$ cat config.mk
export PLATFORM = sky130hd
export DESIGN_NAME = eth_rx_framer
export DESIGN_NICKNAME = d
export VERILOG_FILES = /design/src/rtl/eth_rx_framer.sv
export SDC_FILE = /design/constraint.sdc
export NUM_CORES = 1
export LEC_CHECK = 0
export BUFFER_PORTS_ARGS = -buffer_cell sky130_fd_sc_hd__buf_2
export CAP_MARGIN = 40
export CORE_ASPECT_RATIO = 1.75
export CORE_MARGIN = 1.5
export CORE_UTILIZATION = 55
export DETAILED_ROUTE_END_ITERATION = 16
export GPL_TIMING_DRIVEN = 0
export PLACE_DENSITY = 0.76
export REMOVE_ABC_BUFFERS = 1
export SYNTH_ARGS = -nofsm -noshare
export SYNTH_HDL_FRONTEND = slang
export SYNTH_SLANG_ARGS = --single-unit
$ cat constraint.sdc
create_clock -name clkIn -period 3.89 [get_ports clkIn]
set_input_delay 0.1945 -clock clkIn [delete_from_list [all_inputs] [get_ports clkIn]]
set_output_delay 0.1945 -clock clkIn [all_outputs]
set_load 0.02 [all_outputs]
$ cat src/rtl/eth_rx_framer.sv
`default_nettype none
// ============================================================================
// Module   : eth_rx_framer
// Purpose  : GMII receive framer. Strips preamble/SFD, streams DA..last
//            payload byte through a 5-byte delay line so the 4 FCS bytes
//            are never presented, checks CRC-32, length and RX error, and
//            keeps good/bad frame counters.
// Ports    : clkIn        - 125 MHz RX fabric clock (rising edge only)
//            rstBIn       - asynchronous active-low reset
//            rxDvIn       - GMII data valid
//            rxErIn       - GMII receive error
//            rxDataIn     - GMII receive byte
//            dataOut      - payload byte
//            validOut     - dataOut qualifier
//            lastOut      - final payload byte marker
//            frameGoodOut - frame status, meaningful with lastOut
//            goodCntOut   - frames reported good (wrapping)
//            badCntOut    - frames reported bad or discarded (wrapping)
// Revision : 1.0 - initial release
// ============================================================================
module eth_rx_framer #(
  parameter int unsigned MIN_LEN = 64,
  parameter int unsigned MAX_LEN = 1518
) (
  input  logic        clkIn,
  input  logic        rstBIn,
  input  logic        rxDvIn,
  input  logic        rxErIn,
  input  logic [7:0]  rxDataIn,
  output logic [7:0]  dataOut,
  output logic        validOut,
  output logic        lastOut,
  output logic        frameGoodOut,
  output logic [15:0] goodCntOut,
  output logic [15:0] badCntOut
);

  localparam logic [31:0] c_CRC_INIT    = 32'hFFFF_FFFF;
  localparam logic [31:0] c_CRC_POLY    = 32'hEDB8_8320;
  localparam logic [31:0] c_CRC_RESIDUE = 32'hDEBB_20E3;
  localparam logic [7:0]  c_PRE_BYTE    = 8'h55;
  localparam logic [7:0]  c_SFD_BYTE    = 8'hD5;
  localparam logic [10:0] c_CNT_MAX     = 11'd2047;
  localparam logic [2:0]  c_DLY_DEPTH   = 3'd5;

  typedef enum logic [1:0] {
    IDLE     = 2'd0,
    PREAMBLE = 2'd1,
    DATA     = 2'd2,
    DROP     = 2'd3
  } state_t;

  state_t      r_state;
  logic [31:0] r_crc;
  logic [10:0] r_byteCnt;
  logic        r_err;
  // Delay line: newest byte in [7:0], oldest in [39:32].
  logic [39:0] r_dly;
  logic [2:0]  r_held;

  logic [31:0] w_crcNext;
  logic        w_lenOk;
  logic        w_frameGood;
  logic        w_dlyFull;

  // Reflected CRC-32, one byte per call, LSB first.
  function automatic logic [31:0] crcByte(input logic [31:0] crcIn,
                                          input logic [7:0]  dIn);
    logic [31:0] c;
    c = crcIn ^ {24'd0, dIn};
    for (int i = 0; i < 8; i++) begin
      c = c[0] ? ((c >> 1) ^ c_CRC_POLY) : (c >> 1);
    end
    return c;
  endfunction

  assign w_crcNext   = crcByte(r_crc, rxDataIn);
  assign w_lenOk     = ({21'd0, r_byteCnt} >= MIN_LEN) &&
                       ({21'd0, r_byteCnt} <= MAX_LEN);
  // Running the CRC over the FCS as well leaves the fixed residue when intact.
  assign w_frameGood = (r_crc == c_CRC_RESIDUE) && !r_err && w_lenOk;
  // A full delay line is equivalent to having seen at least 5 DATA bytes.
  assign w_dlyFull   = (r_held == c_DLY_DEPTH);

  always_ff @(posedge clkIn or negedge rstBIn) begin
    if (!rstBIn) begin
      r_state      <= IDLE;
      r_crc        <= c_CRC_INIT;
      r_byteCnt    <= 11'd0;
      r_err        <= 1'b0;
      r_dly        <= 40'd0;
      r_held       <= 3'd0;
      dataOut      <= 8'h00;
      validOut     <= 1'b0;
      lastOut      <= 1'b0;
      frameGoodOut <= 1'b0;
      goodCntOut   <= 16'd0;
      badCntOut    <= 16'd0;
    end else begin
      validOut     <= 1'b0;
      lastOut      <= 1'b0;
      frameGoodOut <= 1'b0;

      case (r_state)
        IDLE: begin
          if (rxDvIn) begin
            r_state <= (rxDataIn == c_PRE_BYTE) ? PREAMBLE : DROP;
          end
        end

        PREAMBLE: begin
          if (!rxDvIn) begin
            r_state <= IDLE;
          end else if (rxDataIn == c_SFD_BYTE) begin
            r_state   <= DATA;
            r_crc     <= c_CRC_INIT;
            r_byteCnt <= 11'd0;
            r_err     <= 1'b0;
            r_held    <= 3'd0;
          end else if (rxDataIn != c_PRE_BYTE) begin
            r_state <= DROP;
          end
        end

        DATA: begin
          if (rxDvIn) begin
            r_crc <= w_crcNext;
            if (r_byteCnt != c_CNT_MAX) begin
              r_byteCnt <= r_byteCnt + 11'd1;
            end
            if (rxErIn) begin
              r_err <= 1'b1;
            end
            r_dly <= {r_dly[31:0], rxDataIn};
            if (w_dlyFull) begin
              dataOut  <= r_dly[39:32];
              validOut <= 1'b1;
            end else begin
              r_held <= r_held + 3'd1;
            end
          end else begin
            // Frame end: the oldest held byte is the last payload byte; the
            // other four held bytes are the FCS and are simply flushed.
            r_state <= IDLE;
            r_held  <= 3'd0;
            if (w_dlyFull) begin
              dataOut      <= r_dly[39:32];
              validOut     <= 1'b1;
              lastOut      <= 1'b1;
              frameGoodOut <= w_frameGood;
              if (w_frameGood) begin
                goodCntOut <= goodCntOut + 16'd1;
              end else begin
                badCntOut <= badCntOut + 16'd1;
              end
            end else begin
              badCntOut <= badCntOut + 16'd1;
            end
          end
        end

        DROP: begin
          if (!rxDvIn) begin
            r_state <= IDLE;
          end
        end

        default: r_state <= IDLE;
      endcase
    end
  end

endmodule
`default_nettype wire
Word-level counts from Yosys, hierarchy flattened

Index checks and enable logic that the tools add are counted.

Bits in registers: 132
Input port bits: 12
Output and inout bits: 43
Logic and storage cells: 106

Add/sub/neg operators: 4
Order comparisons: 2
Eq/ne operators: 19
Multiplexer cells: 43
Bitwise operators: 10
Reduce and logical (&&, ||, !) cells: 16

Operators with widths:

| kind                                                 | count |
|---|---|
| two-way mux 32 bit                                   | 11 |
| NOT 13 -> 14 bit                                     | 8 |
| one-hot mux 32 bit (2 select lines)                  | 1 |
| two-way mux 11 bit                                   | 4 |
| adder 16 x 1 -> 16 bit, second input constant        | 2 |
| equality test 32 bit, second input constant          | 1 |
| two-way mux 16 bit                                   | 2 |
| bitwise XOR 32 x 8 -> 32 bit                         | 1 |
| one-hot mux 11 bit (2 select lines)                  | 1 |
| != test 2 bit, second input constant                 | 8 |
| two-way mux 2 bit                                    | 6 |
| two-way mux 3 bit                                    | 4 |
| AND reduction 4 bit                                  | 3 |
| adder 11 x 1 -> 11 bit, second input constant        | 1 |
| >= comparator 11 x 7 -> 1 bit, second input constant | 1 |
| <= comparator 11 bit, second input constant          | 1 |
| two-way mux 1 bit                                    | 11 |
| != test 11 bit, second input constant                | 1 |
| AND reduction 5 bit                                  | 2 |
| equality test 8 x 7 -> 1 bit, second input constant  | 1 |
| equality test 8 bit, second input constant           | 1 |
| != test 8 x 7 -> 1 bit, second input constant        | 1 |
| one-hot mux 2 bit (3 select lines)                   | 1 |
| one-hot mux 3 bit (2 select lines)                   | 1 |
| other kinds (15)                                     | 20 |

Logic depth before layout (Yosys ltp)

Depth after elaboration: 19
Mapped depth: 9
Depth with buffers taken out: 7

Least setup slack after synthesis

Ideal clock, no wire load.

Kind: reg-to-reg
Start point: reg r_crc[23]
End point: reg goodCntOut[1]
Setup time: 125 ps
Arrival: 2,164 ps
Data required time: 3,765 ps
Setup slack: 1,601 ps
Stages on the path, launching flop included: 7
Buffers on the path: 1
Clock period less this slack: 2,289 ps
Cell sequence: dfstp_2 > or4bb_1 > nor4_1 > o2111ai_1 > clkbuf_1 > nor2_1 > mux2_2

Longest elaborated chain between the ends: 4

RTL lines:

| element                              | RTL line | source |
|---|---|---|
| start, declared                      | 54       | `logic [31:0] r_crc;` |
| start signal, assigned               | 88       | `r_crc <= c_CRC_INIT;` |
| start signal, assigned               | 116      | `r_crc <= c_CRC_INIT;` |
| start signal, assigned               | 127      | `r_crc <= w_crcNext;` |
| equality test 32 bit                 | 81       | `assign w_frameGood = (r_crc == c_CRC_RESIDUE) && !r_err && w_lenOk;` |
| logical AND 1 bit (2 in series)      | 81       |  |
| AND reduction 4 bit (no source line) | --       |  |
| end signal, assigned                 | 152      | `goodCntOut <= goodCntOut + 16'd1;` |
| end, declared                        | 34       | `output logic [15:0] goodCntOut,` |

Every way passes these cells.
A chain may end at the register's enable or synchronous reset.

Worst setup path in the final report

Ends and elaborated chain as after synthesis.

==> flow_summary_export.csv <==
group,metric,value,unit
outcome,outcome,"finished, final reports clean",
timing,max_freq,0.311,GHz
clocking,cts_root_buf,"clkbuf_16",
floorplanning,std_cell_rows,52,
detailed_routing,drcViolationCount,0,
pwr,netSwitchingFraction,33.7,%
detailed_routing,detailed_router_iteration_count_before_antenna_repair,4,
floorplanning,io_pins,55,
clocking,tritoncts,"yes",
cells_and_area,drive_gt1_share,19.6,%
logic_synthesis,library_cell_with_the_highest_instance_count_after_synthesis,"nand2_1",
placed_design,hpwl,9390,um
timing,timing.setup.tns,0,ns
placed_design,post_dp_cell_area,0.00683,mm2
logic_synthesis,post_synth_inst_count,633,
worst_setup_path,worst_path_max_delay_cell,"nor4_1",
floorplanning,initial_core_util,55.9,%
logic_synthesis,post_synth.cell_area_avg,10.1,um2
timing,final-max-slew-violation-count,0,
worst_setup_path,cpPeakStageDelay,0.58,ns
cells_and_area,finalCoreUtilization,65.2,%
timing,worst_clock_skew,0.00969,ns
timing,worst_slew_margin_rel,37.1,%
pwr,max_rail_drop_vdd,0.497,mV
pwr,netSwitchingPower,2.10,mW
clocking,clkTransAtPathRegs,0.06,ns
grt,first_global_vias,4846,
timing,period_needed,3.21,ns
placed_design,finalWeightedCongestion,0.899,
detailed_routing,routed-via-count,4748,
pwr,power.density_cell_area,833,mW/mm2
cells_and_area,layout_nets,703,
cells_and_area,num_antenna_cells,0,
logic_synthesis,async_reset_ff_share,100,%
worst_setup_path,critical_path.cell_chain,"or4bb_1, nor4_1, o2111ai_2, buf_8, nor2_1, mux2_2",
detailed_routing,routed_via_density,5.70,
clocking,insertion_delay,0.42,ns
logic_synthesis,synth_seq_area_share,52.2,%
logic_synthesis,yosysTopAreaCellShare,39.1,%
timing,setup_viol_count_final,0,
worst_setup_path,critical-path-top-delay-family,"simple AND/OR/NAND/NOR gates",
worst_hold_path,min-delay-path-class,"in2reg",
logic_synthesis,yosys-top-cells-area,"dfrtp_1, dfstp_2, xnor2_1",
grt,overall_routing_resource_usage,24.3,%
placed_design,placement.io_buffers,54,
floorplanning,die_area,0.0123,mm2
logic_synthesis,post_synth_instance_area,0.00640,mm2
grt,initial_antenna_violation_count,0,
pwr,power.leakage,3.61,nW
cells_and_area,finalInstanceArea,0.00747,mm2
worst_setup_path,cp_data_arrival_time,3.51,ns
worst_setup_path,setup.worst_path.end_class,"flip-flop",
detailed_routing,routed_wire_length_per_instance,16.7,um
logic_synthesis,yosys.area.top_type,"dfrtp_1",
logic_synthesis,number_of_flops_mapped_to_enable_cells_by_yosys,0,
grt,grt.overflow.total,0,
job,cap_viol_max_count,0,
logic_synthesis,synth.top_cells.by_count,"nand2_1, dfrtp_1, xnor2_1",
timing,timing_hold_violations_final,0,
pwr,pwr-share-clk,26.8,%
logic_synthesis,yosys_register_bits,132,
cells_and_area,area_growth_syn_to_layout,16.6,%
detailed_routing,finalWirelength,13900,um
clocking,clock_tree.htree_level_count,4,
floorplanning,die_width,84.6,um
worst_setup_path,timing.critical_path.fanout_max,17,
timing,min_period_over_period,82.6,%
logic_synthesis,ys.flop_type,"dfrtp_1",
floorplanning,fp.coreArea,0.0115,mm2
clocking,cts_buffers,17,
timing,setup_repair_after_global_routing_missed_its_margin,"no",
clocking,cts.sink_count,132,
detailed_routing,antenna_violating_nets_post_route,0,
logic_synthesis,synth_cell_types,51,
clocking,cts-root-to-sink-buffers,2,
grt,grt_start_max_net_pins,96,
floorplanning,die_h,146,um
timing,tightestPinTransition,0.938,ns
worst_setup_path,setup.worst_path.start_class,"flip-flop",
pwr,p_int,4.12,mW
grt,grt_pass1_wl,23700,um
cells_and_area,filler_cell_count,887,
worst_setup_path,criticalPathCategory,"reg2reg",
pwr,p_seq_share,34.0,%
logic_synthesis,yosysWarnings,0,
pwr,power.combinational.fraction,39.1,%
worst_setup_path,timing.critical_path.buf_inv,1,
worst_setup_path,worst_ep_required_time,4.19,ns
clocking,cells_resized_by_post_cts_repair,0,
detailed_routing,drt_iter0_drc,306,
[worst register-to-register path: stages (launching register included)]
cell	delay [ns]
dfstp_2	0.54
or4bb_1	0.50
nor4_1	0.58
o2111ai_2	0.56
buf_8	0.33
nor2_1	0.22
mux2_2	0.37
[cells by family after synthesis]
| group | Yosys count | synth area share, % |
|---|---|---|
| AND/OR/NAND/NOR | 293 | 21.2 |
| flip-flops | 132 | 52.2 |
| buffers and inverters | 38 | 2.58 |
| XOR/XNOR | 109 | 16.6 |
| AO/OA/AOI/OAI | 53 | 5.90 |
| adder cells (fa/ha/maj) | 6 | 1.17 |
| multiplexers | 2 | 0.352 |
[sequential cells by signal, indices dropped and copies added, names as in the netlist]
name	count
r_dly	40
r_crc	32
badCntOut	16
goodCntOut	16
r_byteCnt	11
dataOut	8
r_held	3
r_state	2
frameGoodOut	1
lastOut	1
r_err	1
validOut	1
[final timing paths]
check	from	end	slack, ns	cells after the start
max	r_crc[23]	goodCntOut[1]	0.68	6
min	rxDataIn[0]	r_dly[0]	0.04	3
max reg2reg	r_crc[23]	goodCntOut[1]	0.68	6
min reg2reg	r_dly[22]	r_dly[30]	0.46	2
max in group asynchronous	rstBIn	lastOut	2.85	3
min in group asynchronous	rstBIn	r_dly[33]	0.24	2
[area by class of cell]
cell class	instances	area (um2)	share of cell area (%)
clock buffers	19	433	5.80
clock inverters	13	184	2.46
inverters	9	33.8	0.452
multi-input cells	463	2900	38.9
flip-flops and latches	132	3340	44.8
well taps	135	169	2.26
repair buffers	62	399	5.35
[cell usage in the layout (no fill, tap or decap), drive strengths merged, types with 3 or more instances in the layout]
master	count
nand2	158
dfrtp	100
xnor2	73
buf	60
nor2	35
dfstp	32
xor2	32
nand4	24
clkbuf	20
a21oi	18
nand3	14
o22a	14
and3	12
nor3	11
nor4	10
inv	9
and2	8
ha	6
clkinv	6
a31oi	4
and4	4
o21ai	4
bufinv	4
xnor3	4
or3	3
nand4b	3
clkinvlp	3
[stage by stage]
stage / power [mW] / hold slack [ns] / worst slack [ns] / instances
6_report: 6.22 / 0.0433 / 0.678 / 833
5_1_grt: 6.54 / 0.0525 / 0.647 / 833
4_1_cts: 6.24 / 0.0334 / 0.739 / 832
3_5_place_dp: 4.52 / 0.120 / 0.804 / 799
3_3_place_gp: 4.41 / 0.447 / 0.214 / 793
2_1_floorplan: 4.00 / -0.101 / 0.999 / 604
[power groups by stage]
stage / logic (mW) / registers, mW / clock network (mW)
final: 2.44 / 2.12 / 1.67
after CTS: 2.44 / 2.11 / 1.69
after detailed placement: 2.39 / 2.13 / 0
after global routing: 2.64 / 2.15 / 1.75
after floorplan: 1.93 / 2.07 / 0
after global placement: 2.30 / 2.11 / 0
[metal layers]
metal | global-route usage, % | up-vias | wire length (um)
li1 | - | 2230 | -
met1 | 28.7 | 2342 | 5550
met2 | 41.5 | 135 | 7340
met3 | 5.67 | 41 | 478
met4 | 11.1 | 0 | 553
met5 | 0 | - | 0
[what timing repair did]
| action | CTS | global route |
|---|---|---|
| hold buffers | 1 | 0 |
| hold endpoints to repair | 37 | 0 |
| setup buffers | 0 | 0 |
| endpoints found under the setup margin | 0 | 0 |
Note: power is estimated with default switching activity, not from simulation.
